**config.mk**
```make
export PLATFORM = sky130hd
export DESIGN_NAME = mem_arbiter_flat
export DESIGN_NICKNAME = d
export VERILOG_FILES = /design/src/rtl/mem_arbiter_if.sv /design/src/rtl/mem_arbiter.sv /design/src/flat_wrapper.sv
export SDC_FILE = /design/constraint.sdc
export NUM_CORES = 1
export LEC_CHECK = 0
export CAP_MARGIN = 20
export CORE_UTILIZATION = 42
export DETAILED_ROUTE_END_ITERATION = 8
export GPL_ROUTABILITY_DRIVEN = 0
export PLACE_DENSITY = 0.79
export SYNTH_ARGS = -nofsm -noshare
export SYNTH_HDL_FRONTEND = slang
export SYNTH_SLANG_ARGS = --single-unit
export TNS_END_PERCENT = 5
```
**constraint.sdc**
```tcl
create_clock -name clock -period 1.85 [get_ports clock]
set_input_delay 0.2775 -clock clock [delete_from_list [all_inputs] [get_ports clock]]
set_output_delay 0.2775 -clock clock [all_outputs]
set_load 0.01 [all_outputs]
```
**src/rtl/mem_arbiter_if.sv**
```systemverilog
// rtl/mem_arbiter_if.sv - CPU, debug and memory bus bundle for mem_arbiter
interface mem_arbiter_if #(
  parameter int AW = 5,
  parameter int DW = 8
);
  logic          cpu_rd;
  logic          cpu_wr;
  logic [AW-1:0] cpu_addr;
  logic [DW-1:0] cpu_wdata;
  logic          cpu_halt;
  logic [DW-1:0] cpu_rdata;
  logic          cpu_stall;

  logic          dbg_req;
  logic          dbg_we;
  logic [AW-1:0] dbg_addr;
  logic [DW-1:0] dbg_wdata;
  logic          dbg_gnt;
  logic          dbg_done;
  logic [DW-1:0] dbg_rdata;

  logic [AW-1:0] mem_addr;
  logic [DW-1:0] mem_wdata;
  logic          mem_read;
  logic          mem_write;
  logic [DW-1:0] mem_rdata;

  modport slave (
    input  cpu_rd, cpu_wr, cpu_addr, cpu_wdata, cpu_halt,
    output cpu_rdata, cpu_stall,
    input  dbg_req, dbg_we, dbg_addr, dbg_wdata,
    output dbg_gnt, dbg_done, dbg_rdata,
    output mem_addr, mem_wdata, mem_read, mem_write,
    input  mem_rdata
  );

  modport master (
    output cpu_rd, cpu_wr, cpu_addr, cpu_wdata, cpu_halt,
    input  cpu_rdata, cpu_stall,
    output dbg_req, dbg_we, dbg_addr, dbg_wdata,
    input  dbg_gnt, dbg_done, dbg_rdata,
    input  mem_addr, mem_wdata, mem_read, mem_write,
    output mem_rdata
  );
endinterface

```
**src/rtl/mem_arbiter.sv**
```systemverilog
// rtl/mem_arbiter.sv - CPU/debug arbiter for the shared program/data memory
module mem_arbiter #(
  parameter int AW       = 5,
  parameter int DW       = 8,
  parameter int MAX_WAIT = 4,
  parameter int CW       = 16
) (
  input  logic          clock,
  input  logic          rst,
  mem_arbiter_if.slave  bus,
  output logic [CW-1:0] stall_cnt
);
  localparam int WW = (MAX_WAIT > 0) ? $clog2(MAX_WAIT + 1) : 1;
  localparam logic [WW-1:0] WMAX = WW'(MAX_WAIT);

  typedef enum logic {CPU_OWN, DBG_OWN} state_t;

  state_t        state, state_nxt;
  logic [WW-1:0] wait_cnt;
  logic          done_q;
  logic          we_q;
  logic [AW-1:0] addr_q;
  logic [DW-1:0] wdata_q;
  logic [DW-1:0] rdata_q;

  logic          cpu_act, pending, take;
  logic [AW-1:0] mem_addr;
  logic [DW-1:0] mem_wdata;
  logic          mem_read, mem_write, cpu_stall, dbg_gnt;

  assign cpu_act = (bus.cpu_rd | bus.cpu_wr) & ~bus.cpu_halt;
  // The done cycle masks dbg_req so the CPU always gets a slot between debug accesses.
  assign pending = bus.dbg_req & ~done_q;

  always_comb begin
    state_nxt = state;
    take      = 1'b0;
    mem_addr  = bus.cpu_addr;
    mem_wdata = bus.cpu_wdata;
    mem_read  = bus.cpu_rd & ~bus.cpu_halt;
    mem_write = bus.cpu_wr & ~bus.cpu_halt;
    cpu_stall = 1'b0;
    dbg_gnt   = 1'b0;
    case (state)
      CPU_OWN: begin
        if (pending && (!cpu_act || wait_cnt == WMAX)) begin
          take      = 1'b1;
          state_nxt = DBG_OWN;
        end
      end
      DBG_OWN: begin
        mem_addr  = addr_q;
        mem_wdata = wdata_q;
        mem_write = we_q;
        mem_read  = ~we_q;
        cpu_stall = cpu_act;
        dbg_gnt   = 1'b1;
        state_nxt = CPU_OWN;
      end
      default: state_nxt = CPU_OWN;
    endcase
  end

  always_ff @(posedge clock or posedge rst) begin
    if (rst) begin
      state     <= CPU_OWN;
      wait_cnt  <= '0;
      done_q    <= 1'b0;
      we_q      <= 1'b0;
      addr_q    <= '0;
      wdata_q   <= '0;
      rdata_q   <= '0;
      stall_cnt <= '0;
    end else begin
      state  <= state_nxt;
      done_q <= (state == DBG_OWN);
      if (take) begin
        we_q     <= bus.dbg_we;
        addr_q   <= bus.dbg_addr;
        wdata_q  <= bus.dbg_wdata;
        wait_cnt <= '0;
      end else if (state == CPU_OWN && pending) begin
        if (wait_cnt != WMAX) wait_cnt <= wait_cnt + 1'b1;
      end else begin
        wait_cnt <= '0;
      end
      if (state == DBG_OWN && !we_q) rdata_q <= bus.mem_rdata;
      if (cpu_stall && stall_cnt != '1) stall_cnt <= stall_cnt + 1'b1;
    end
  end

  assign bus.mem_addr  = mem_addr;
  assign bus.mem_wdata = mem_wdata;
  assign bus.mem_read  = mem_read;
  assign bus.mem_write = mem_write;
  assign bus.cpu_rdata = bus.mem_rdata;
  assign bus.cpu_stall = cpu_stall;
  assign bus.dbg_gnt   = dbg_gnt;
  assign bus.dbg_done  = done_q;
  assign bus.dbg_rdata = rdata_q;
endmodule

```
**src/flat_wrapper.sv**
```systemverilog
// flat-port wrapper written by rule: the top's interface ports become plain ports
module mem_arbiter_flat 
#(
  parameter int AW       = 5,
  parameter int DW       = 8,
  parameter int MAX_WAIT = 4,
  parameter int CW       = 16
)
  (clock, rst, stall_cnt, bus_cpu_rd, bus_cpu_wr, bus_cpu_addr, bus_cpu_wdata, bus_cpu_halt, bus_cpu_rdata, bus_cpu_stall, bus_dbg_req, bus_dbg_we, bus_dbg_addr, bus_dbg_wdata, bus_dbg_gnt, bus_dbg_done, bus_dbg_rdata, bus_mem_addr, bus_mem_wdata, bus_mem_read, bus_mem_write, bus_mem_rdata);
  mem_arbiter_if #(.AW(AW), .DW(DW)) bus_i ();
  input  logic clock;
  input  logic rst;
  output logic [CW-1:0] stall_cnt;
  input wire logic [$bits(bus_i.cpu_rd)-1:0] bus_cpu_rd;
  input wire logic [$bits(bus_i.cpu_wr)-1:0] bus_cpu_wr;
  input wire logic [$bits(bus_i.cpu_addr)-1:0] bus_cpu_addr;
  input wire logic [$bits(bus_i.cpu_wdata)-1:0] bus_cpu_wdata;
  input wire logic [$bits(bus_i.cpu_halt)-1:0] bus_cpu_halt;
  output wire logic [$bits(bus_i.cpu_rdata)-1:0] bus_cpu_rdata;
  output wire logic [$bits(bus_i.cpu_stall)-1:0] bus_cpu_stall;
  input wire logic [$bits(bus_i.dbg_req)-1:0] bus_dbg_req;
  input wire logic [$bits(bus_i.dbg_we)-1:0] bus_dbg_we;
  input wire logic [$bits(bus_i.dbg_addr)-1:0] bus_dbg_addr;
  input wire logic [$bits(bus_i.dbg_wdata)-1:0] bus_dbg_wdata;
  output wire logic [$bits(bus_i.dbg_gnt)-1:0] bus_dbg_gnt;
  output wire logic [$bits(bus_i.dbg_done)-1:0] bus_dbg_done;
  output wire logic [$bits(bus_i.dbg_rdata)-1:0] bus_dbg_rdata;
  output wire logic [$bits(bus_i.mem_addr)-1:0] bus_mem_addr;
  output wire logic [$bits(bus_i.mem_wdata)-1:0] bus_mem_wdata;
  output wire logic [$bits(bus_i.mem_read)-1:0] bus_mem_read;
  output wire logic [$bits(bus_i.mem_write)-1:0] bus_mem_write;
  input wire logic [$bits(bus_i.mem_rdata)-1:0] bus_mem_rdata;
  assign bus_i.cpu_rd = bus_cpu_rd;
  assign bus_i.cpu_wr = bus_cpu_wr;
  assign bus_i.cpu_addr = bus_cpu_addr;
  assign bus_i.cpu_wdata = bus_cpu_wdata;
  assign bus_i.cpu_halt = bus_cpu_halt;
  assign bus_cpu_rdata = bus_i.cpu_rdata;
  assign bus_cpu_stall = bus_i.cpu_stall;
  assign bus_i.dbg_req = bus_dbg_req;
  assign bus_i.dbg_we = bus_dbg_we;
  assign bus_i.dbg_addr = bus_dbg_addr;
  assign bus_i.dbg_wdata = bus_dbg_wdata;
  assign bus_dbg_gnt = bus_i.dbg_gnt;
  assign bus_dbg_done = bus_i.dbg_done;
  assign bus_dbg_rdata = bus_i.dbg_rdata;
  assign bus_mem_addr = bus_i.mem_addr;
  assign bus_mem_wdata = bus_i.mem_wdata;
  assign bus_mem_read = bus_i.mem_read;
  assign bus_mem_write = bus_i.mem_write;
  assign bus_i.mem_rdata = bus_mem_rdata;
  mem_arbiter #(.AW(AW), .DW(DW), .MAX_WAIT(MAX_WAIT), .CW(CW)) u_core (.clock(clock), .rst(rst), .bus(bus_i), .stall_cnt(stall_cnt));
endmodule
```
### Yosys cells after proc, flatten, opt, wreduce, memory -nomap -nowiden

Cells that the tools add are included.

* bits in registers: 43
* bits of input ports: 41
* logic and storage cells: 42

* $add $sub $neg: 2
* equality and inequality tests: 4
* muxes and demuxes: 12
* bitwise operators: 9
* reduce and logical (&&, ||, !) cells: 7

Operators by type and width (number)
* $add 16x1->16 const B: 1
* $ne 16x16->1 const B: 1
* $mux 3: 3
* $mux 8: 1
* $mux 1: 6
* $mux 5: 1
* $and 1x1->1: 4
* $logic_and 1x1->1: 4
* $not 1->1: 4
* $add 3x1->3 const B: 1
* $eq 3x3->1 const B: 1
* $ne 3x2->1 const B: 1
* $ne 3x3->1 const B: 1
* $logic_not 1->1: 2
* $pmux 1 s2: 1
* $logic_or 1x1->1: 1
* $or 1x1->1: 1

### Logic depth before layout (Yosys ltp)

Gate-level depths: netlist (run 1).

* depth after elaboration: 8
* mapped depth: 6
* mapped depth without buffers: 5

### Worst setup path after synthesis (run 1)

OpenSTA, ideal clock, no wires.

* path kind: reg-to-reg
* start point: reg u_core.stall_cnt[0]
* end point: reg u_core.stall_cnt[1]
* data arrival time: 1.471 ns
* required time: 1.725 ns
* setup slack: 0.254 ns
* cell stages (with the launch flop): 6
* path buffers: 0
* cells stage by stage: dfrtp_1 ha_1 nand4_1 nor4_4 nor2_2 mux2_4

* word-level cells in the longest chain between the ends: 2
* elaborated cells between the ends (all ways): 3
* those cells by class: add/sub (1); eq/ne (1); reduce/logical (1)

RTL lines
* start, declared: line mem_arbiter.sv:11 `output logic [CW-1:0] stall_cnt`
* start signal, assigned: line mem_arbiter.sv:88 `if (cpu_stall && stall_cnt != '1) stall_cnt <= stall_cnt + 1'b1;`
* parallel branches: the longest is 2 deep, another holds $add 16x1->16

Several ways; the timed one is not identified.
A chain may end at the register's enable or synchronous reset.

### Worst setup path in the final report (run 1)

* start point: reg u_core.state
* end point: out bus_mem_wdata[0]

* word-level cells in the longest chain between the ends: 1

RTL lines
* start, declared: line mem_arbiter.sv:18 `state_t state, state_nxt;`
* start signal, assigned: line mem_arbiter.sv:75 `state <= state_nxt;`
* $mux 8: line mem_arbiter.sv:44 `case (state)`
* end, declared: line flat_wrapper.sv:29 `output wire logic [$bits(bus_i.mem_wdata)-1:0] bus_mem_wdata;`

Every way passes these cells.

==> out/qor.txt, run 1 <==
initial antenna violation count -> 0
fin area -> 3230 sq um
critical path launch point type -> flip-flop
Synth Area in Compound Gates -> 0.0253
fin nets -> 310
proportion of synthesized area in mux cells -> 0.203
number of flops mapped to enable cells by yosys -> 0
YS warnings -> 0
DRT Pass-1 Iters -> 4
post-route minimum period -> 1780 ps
Routed WL -> 4420 um
Syn Area/Cell -> 12.5 sq um
row cnt -> 25
Synth Instances -> 170
Yosys cell types -> 36
worst endpoint required time -> 1570 ps
DRC viols -> 0
setup slack at placement -> -153 ps
Via density -> 4.92
total track usage -> 0.175
first-pass GRT wire length -> 7060 um
die height -> 73.2 um
critical path class -> flip-flop to primary output
clock-pin slew on the worst setup and hold paths -> 80 ps
global route overflow -> 0
WL per Instance -> 13.2 um
worst path arrival time -> 1510 ps
worst-path cell chain -> buf_12 -> mux2_2 -> dlygate4sd2_1
Max clock buf depth -> 2
delay-heaviest family, CP -> buffers and inverters
Final period util -> 0.964
commonest non-fill, non-tap cell in the layout -> clkdlybuf4s50_1
post-DP HPWL -> 3420 um
PnR worst setup slack -> 65.7 ps
post-route ant nets -> 0
Synth Net Count -> 214
prevailing post-synth register cell -> dfrtp_1
layout cells sized above 1 -> 0.210
maximum clock frequency -> 560 MHz
Least-Margin Pin Slew -> 634 ps
pwr dens -> 890 nW/um^2
Area growth syn-to-layout -> 51.8%
Leak -> 0.00145 uW
crit end category -> primary output
port bufs -> 90
Post-synth ARST share -> 1.00
Die Wd -> 73.2 um
Iteration-0 DRC Markers -> 100
post-synthesis sequential area ratio -> 0.506
Clock Sinks -> 43
VDD IR max -> 0.429 mV
hold buffers post-CTS -> 0
# Post-CTS Setup Buffers -> 0
Worst R2R Setup Slack -> 180 ps
setup TNS -> 0 ps
core area -> 4790 sq um
CP max stage cell -> dfrtp_1
total die area -> 5360 sq um
Crit path buffers/inverters -> 2
Pins Over Slew Limit -> 0
TritonCTS buffer count -> 5
n_diodes -> 0
largest family of logic cells by synthesized area -> multiplexers
simple-gate portion of the synthesized area -> 0.139
mapped cell area -> 2130 sq um
CTS tree -> done
Worst slew margin -> 0.575
placed cell areas -> 3120 sq um
H-tree Lvls -> 2
root buf cell -> clkbuf_8
final hold violation count -> 0
status -> finished, final reports clean
largest net degree at the start of global routing -> 19
slowest cell delay on critical path -> 430 ps
clk_lat worst skew -> 290 ps
total chip power -> 2880 uW
Critical Path Fanout Max -> 16
Max Clock Skew -> 4.54 ps
DR vias -> 1642
final setup vio count -> 0
FF+latch count, synth -> 43
Initial Util -> 0.445
xor and xnor area share after synthesis -> 0.0535
Adder-Cell Fraction of Synth Area -> 0.0176
final core utilization -> 0.675
most frequent cells in the layout -> 74 x clkdlybuf4s50_1, 43 x dfrtp_1, 28 x mux2_2
RSZ-0062 raised after global routing -> no
total of max-cap violations -> 0
Worst Hold Class -> primary input to async pin
vias in the first global route -> 1558
I/O pin count -> 91
==> per-layer routing <==
| layer | GRT usage | vias up | wire (um) |
|---|---|---|---|
| li1 | - | 775 | - |
| met1 | 0.214 | 805 | 1840 |
| met2 | 0.292 | 60 | 2290 |
| met3 | 0.0497 | 2 | 252 |
| met4 | 0.0654 | 0 | 35 |
| met5 | 0 | - | 0 |
==> cells by family after synthesis <==
kind of cell    count (synthesis)
xor+xnor                       13
simple gates                   44
flops                          43
mux                            38
fa+ha+maj                       3
compound gates                  8
buf+inv                        21
==> flip-flops by register name, indices dropped and copies added, names as in the netlist <==
signal / flops
u_core.stall_cnt: 16
u_core.bus.dbg_rdata: 8
u_core.wdata_q: 8
u_core.addr_q: 5
u_core.wait_cnt: 3
u_core.bus.dbg_done: 1
u_core.state: 1
u_core.we_q: 1
==> stage by stage <==
stage,hold WS (ps),std cells
2_1_floorplan,409,170
3_3_place_gp,447,326
3_5_place_dp,451,326
4_1_cts,305,334
5_1_grt,329,334
6_report,298,334
==> power breakdown <==
part | leakage [uW] | switching, uW | internal [uW] | total [uW]
clock | 0.0000612 | 313 | 437 | 750
combinational | 0.000858 | 299 | 553 | 852
sequential | 0.000533 | 138 | 1140 | 1270
==> cell type report <==
cell class                      instances  area, sq um
Fill cell                             403         1560
Sequential cell                        43         1080
Timing Repair Buffer                  101          981
Multi-Input combinational cell        106          938
Tap cell                               67         83.8
Clock buffer                            6         82.6
Clock inverter                          2         35.0
Inverter                                9         33.8
==> timing repair <==
action,CTS,global route
gates resized for setup,16,5
pin swaps,0,0
endpoints found under the setup margin,16,5
==> synth_stat cells (2+ instances only) <==
cell | count | share of area
mux2_2 | 28 | 0.15
o21ai_0 | 3 | 0.0071
nand3_1 | 4 | 0.0094
buf_4 | 9 | 0.032
dfrtp_1 | 43 | 0.51
nand4_1 | 3 | 0.0088
nor3_1 | 4 | 0.0094
nor2_1 | 7 | 0.012
nand2_1 | 6 | 0.011
mux2_1 | 9 | 0.048
xor2_1 | 11 | 0.045
xnor2_1 | 2 | 0.0082
ha_1 | 3 | 0.018
inv_1 | 9 | 0.016
nor4b_1 | 2 | 0.0082
and3_1 | 3 | 0.0088
clkbuf_1 | 2 | 0.0035
nor3b_1 | 4 | 0.014
==> path summary, 6_finish.rpt <==
kind | endpoint | start | cells past startpoint
max reg2reg | u_core.stall_cnt[10]$_DFFE_PP0P_ | u_core.stall_cnt[0]$_DFFE_PP0P_ | 5
max in group asynchronous | u_core.stall_cnt[2]$_DFFE_PP0P_ | rst | 3
min | u_core.stall_cnt[9]$_DFFE_PP0P_ | rst | 2
min reg2reg | u_core.wait_cnt[0]$_DFFE_PP0P_ | u_core.wait_cnt[0]$_DFFE_PP0P_ | 1
min in group clock | u_core.wait_cnt[0]$_DFFE_PP0P_ | u_core.wait_cnt[0]$_DFFE_PP0P_ | 1
max | bus_mem_wdata[0] | u_core.state$_DFF_PP0_ | 3
No activity file was read; power rests on OpenSTA's default activity.
==> run 2, diff against run 1 <==
--- a/config.mk
+++ b/config.mk
@@ -6,11 +6,11 @@
 export NUM_CORES = 1
 export LEC_CHECK = 0
 export CAP_MARGIN = 20
-export CORE_UTILIZATION = 42
+export CORE_UTILIZATION = 38
 export DETAILED_ROUTE_END_ITERATION = 8
 export GPL_ROUTABILITY_DRIVEN = 0
-export PLACE_DENSITY = 0.79
+export PLACE_DENSITY = 0.76
 export SYNTH_ARGS = -nofsm -noshare
 export SYNTH_HDL_FRONTEND = slang
 export SYNTH_SLANG_ARGS = --single-unit
-export TNS_END_PERCENT = 5
+export TNS_END_PERCENT = 1
==> constraint.sdc (replaced) <==
create_clock -name clock -period 1.5 [get_ports clock]
set_input_delay 0.225 -clock clock [delete_from_list [all_inputs] [get_ports clock]]
set_output_delay 0.225 -clock clock [all_outputs]
set_load 0.01 [all_outputs]
==> run 2 against run 1 <==
Effect of this change:
- the flow now finishes with violations (setup timing)
- global-route usage up 0.59 points
- flip-flop and latch count is the same
- worst hold slack worse by 31 ps
- via count grew 6.3%
- largest power group unchanged
- clock skew grew 2.2 ps
- cell area rose by 11%
- largest cell class is now non-clock buffers
- critical path depth is 1 higher
==> out/qor.txt, run 2 (synthesis gave the netlist of run 1 again) <==
status -> complete, but fails checks
failing checks -> setup timing
layout cells sized above 1 -> 0.384 (+0.175)
WL per Instance -> 13.8 um (+4.5%)
core area -> 5240 sq um (+9.4%)
H-tree Lvls -> 2 (unchanged)
RSZ-0062 raised after global routing -> yes
first-pass GRT wire length -> 8340 um (+18%)
slowest cell delay on critical path -> 410 ps (-20 ps)
Multi-input gate area -> 1040 sq um (+11%)
Via density -> 4.79 (-2.5%)
Top reg by flops -> u_core.stall_cnt
global route overflow -> 0 (unchanged)
Least-Margin Pin Slew -> 305 ps (-328 ps)
Iteration-0 DRC Markers -> 48 (-52%)
clk_lat worst skew -> 290 ps (about the same)
Critical Path Fanout Max -> 8 (-8)
critical path launch point type -> flip-flop
Leak -> 0.00170 uW (+17%)
root buf cell -> clkbuf_8
largest net degree at the start of global routing -> 44 (+25)
post-DP HPWL -> 3580 um (+4.6%)
critical path class -> flip-flop to primary output
Area growth syn-to-layout -> 67.9%
Worst slew margin -> 0.795 (+0.220)
post-route minimum period -> 1640 ps
most frequent cells in the layout -> 55 x clkdlybuf4s50_1, 42 x dfrtp_1, 33 x buf_4
total die area -> 5900 sq um (+10%)
fin nets -> 337 (+8.7%)
max reg flops -> 16 (unchanged)
Worst Hold Class -> primary input to async pin
Fillers -> 387 (-4.0%)
worst path arrival time -> 1420 ps (-90 ps)
worst reg2reg startpoint -> u_core.stall_cnt[0]$_DFFE_PP0P_
n_diodes -> 0 (unchanged)
final hold violation count -> 0 (unchanged)
initial antenna violation count -> 0 (unchanged)
VDD IR max -> 0.704 mV (+64%)
TritonCTS buffer count -> 5 (unchanged)
Clock Sinks -> 43 (unchanged)
total of max-cap violations -> 0 (unchanged)
Reg area -> 1080 sq um (+0.12%)
row cnt -> 26 (+4.0%)
final setup vio count -> 31 (+31)
port bufs -> 90 (unchanged)
crit end category -> primary output
fin area -> 3570 sq um (+11%)
placed cell areas -> 3300 sq um (+5.6%)
worst endpoint required time -> 1270 ps (-300 ps)
Final period util -> 1.09
Die Wd -> 76.8 um (+5.0%)
Pins Over Slew Limit -> 0 (unchanged)
Max clock buf depth -> 2 (unchanged)
RR Endpoint -> u_core.stall_cnt[1]$_DFFE_PP0P_
commonest non-fill, non-tap cell in the layout -> clkdlybuf4s50_1
DRT Pass-1 Iters -> 5 (+1)
post-route ant nets -> 0 (unchanged)
CP max stage cell -> dfrtp_2
die height -> 76.8 um (+5.0%)
DR vias -> 1745 (+6.3%)
clock-pin slew on the worst setup and hold paths -> 80 ps (about the same)
setup slack at placement -> -442 ps (-290 ps)
DRC viols -> 0 (unchanged)
Max Clock Skew -> 6.77 ps (+2.23 ps)
I/O pin count -> 91 (unchanged)
PnR worst setup slack -> -142 ps (-208 ps)
worst r2r path cells -> 6 (+1)
pwr dens -> 1030 nW/um^2 (+16%)
worst-path cell chain -> buf_12 -> buf_16 -> mux2_2 -> buf_6
vias in the first global route -> 1806 (+16%)
maximum clock frequency -> 609 MHz
Initial Util -> 0.406 (-0.0384)
Routed WL -> 5030 um (+14%)
Worst R2R Setup Slack -> -130 ps (-310 ps)
CTS tree -> done
total track usage -> 0.181 (+0.00593)
[run 2: changes by cell type in the layout (fill, tap and decap cells not counted), moves of 3 or more]
cell	delta
buf_4	+23
clkdlybuf4s15_1	-3
buf_6	+13
dlygate4sd2_1	+5
clkdlybuf4s50_1	-19
[run 2: critical path, delay by kind of cell, from the launching register on]
kind	cells	cell delay [ps]
buf+inv	3	360
flops	1	410
mux	1	340
[run 2: worst max-delay path by stage]
stage               slack, ps                              end                       startpoint  depth (start not counted)
floorplan                -100  u_core.stall_cnt[1]$_DFFE_PP0P_  u_core.stall_cnt[0]$_DFFE_PP0P_                          5
global placement         -410    u_core.wdata_q[5]$_DFFE_PP0P_                     bus_cpu_halt                          5
detailed placement       -440    u_core.wdata_q[4]$_DFFE_PP0P_                     bus_cpu_halt                          5
CTS                      -160                 bus_mem_wdata[0]           u_core.state$_DFF_PP0_                          4
global route             -200                  bus_mem_addr[0]           u_core.state$_DFF_PP0_                          4
finish                   -140                 bus_mem_wdata[1]           u_core.state$_DFF_PP0_                          4
[run 2: area by class of cell]
cell class	instances	area share
Inverter	9	0.00945
Timing Repair Buffer	127	0.343
Clock inverter	3	0.0123
Tap cell	70	0.0245
Clock buffer	5	0.0193
Multi-Input combinational cell	107	0.290
Sequential cell	43	0.301
[run 2: what timing repair did]
item                                    in CTS  in global routing
setup buffers                                3                  1
gates resized for setup                    105                 12
pin swaps                                    7                  3
cloned                                       2                  0
endpoints found under the setup margin      57                 48
hold buffers                                 0                  0
[run 2: metal layers]
layer	track usage	vias to the layer above	wire length, um
met4	0.0635	0	72
met5	0	-	0
met3	0.0488	7	281
met2	0.325	60	2560
met1	0.204	846	2120
li1	-	832	-
[run 2: power by group]
part           switching, uW  internal [uW]  leakage, uW
logic                    450            792      0.00111
registers                145           1400     0.000532
clock network            396            496    0.0000581
total                    991           2690      0.00170
[run 2: metrics by stage]
step / instances / total power, uW / hold WS [ps] / util / setup TNS [ps]
2_1_floorplan: 170 / 2060 / 357 / - / -570
3_3_place_gp: 350 / 2750 / 480 / 0.629 / -10920
3_5_place_dp: 350 / 2780 / 483 / 0.629 / -12270
4_1_cts: 363 / 3700 / 273 / 0.669 / -2750
5_1_grt: 364 / 3900 / 285 / 0.682 / -5260
6_report: 364 / 3680 / 267 / 0.682 / -2450
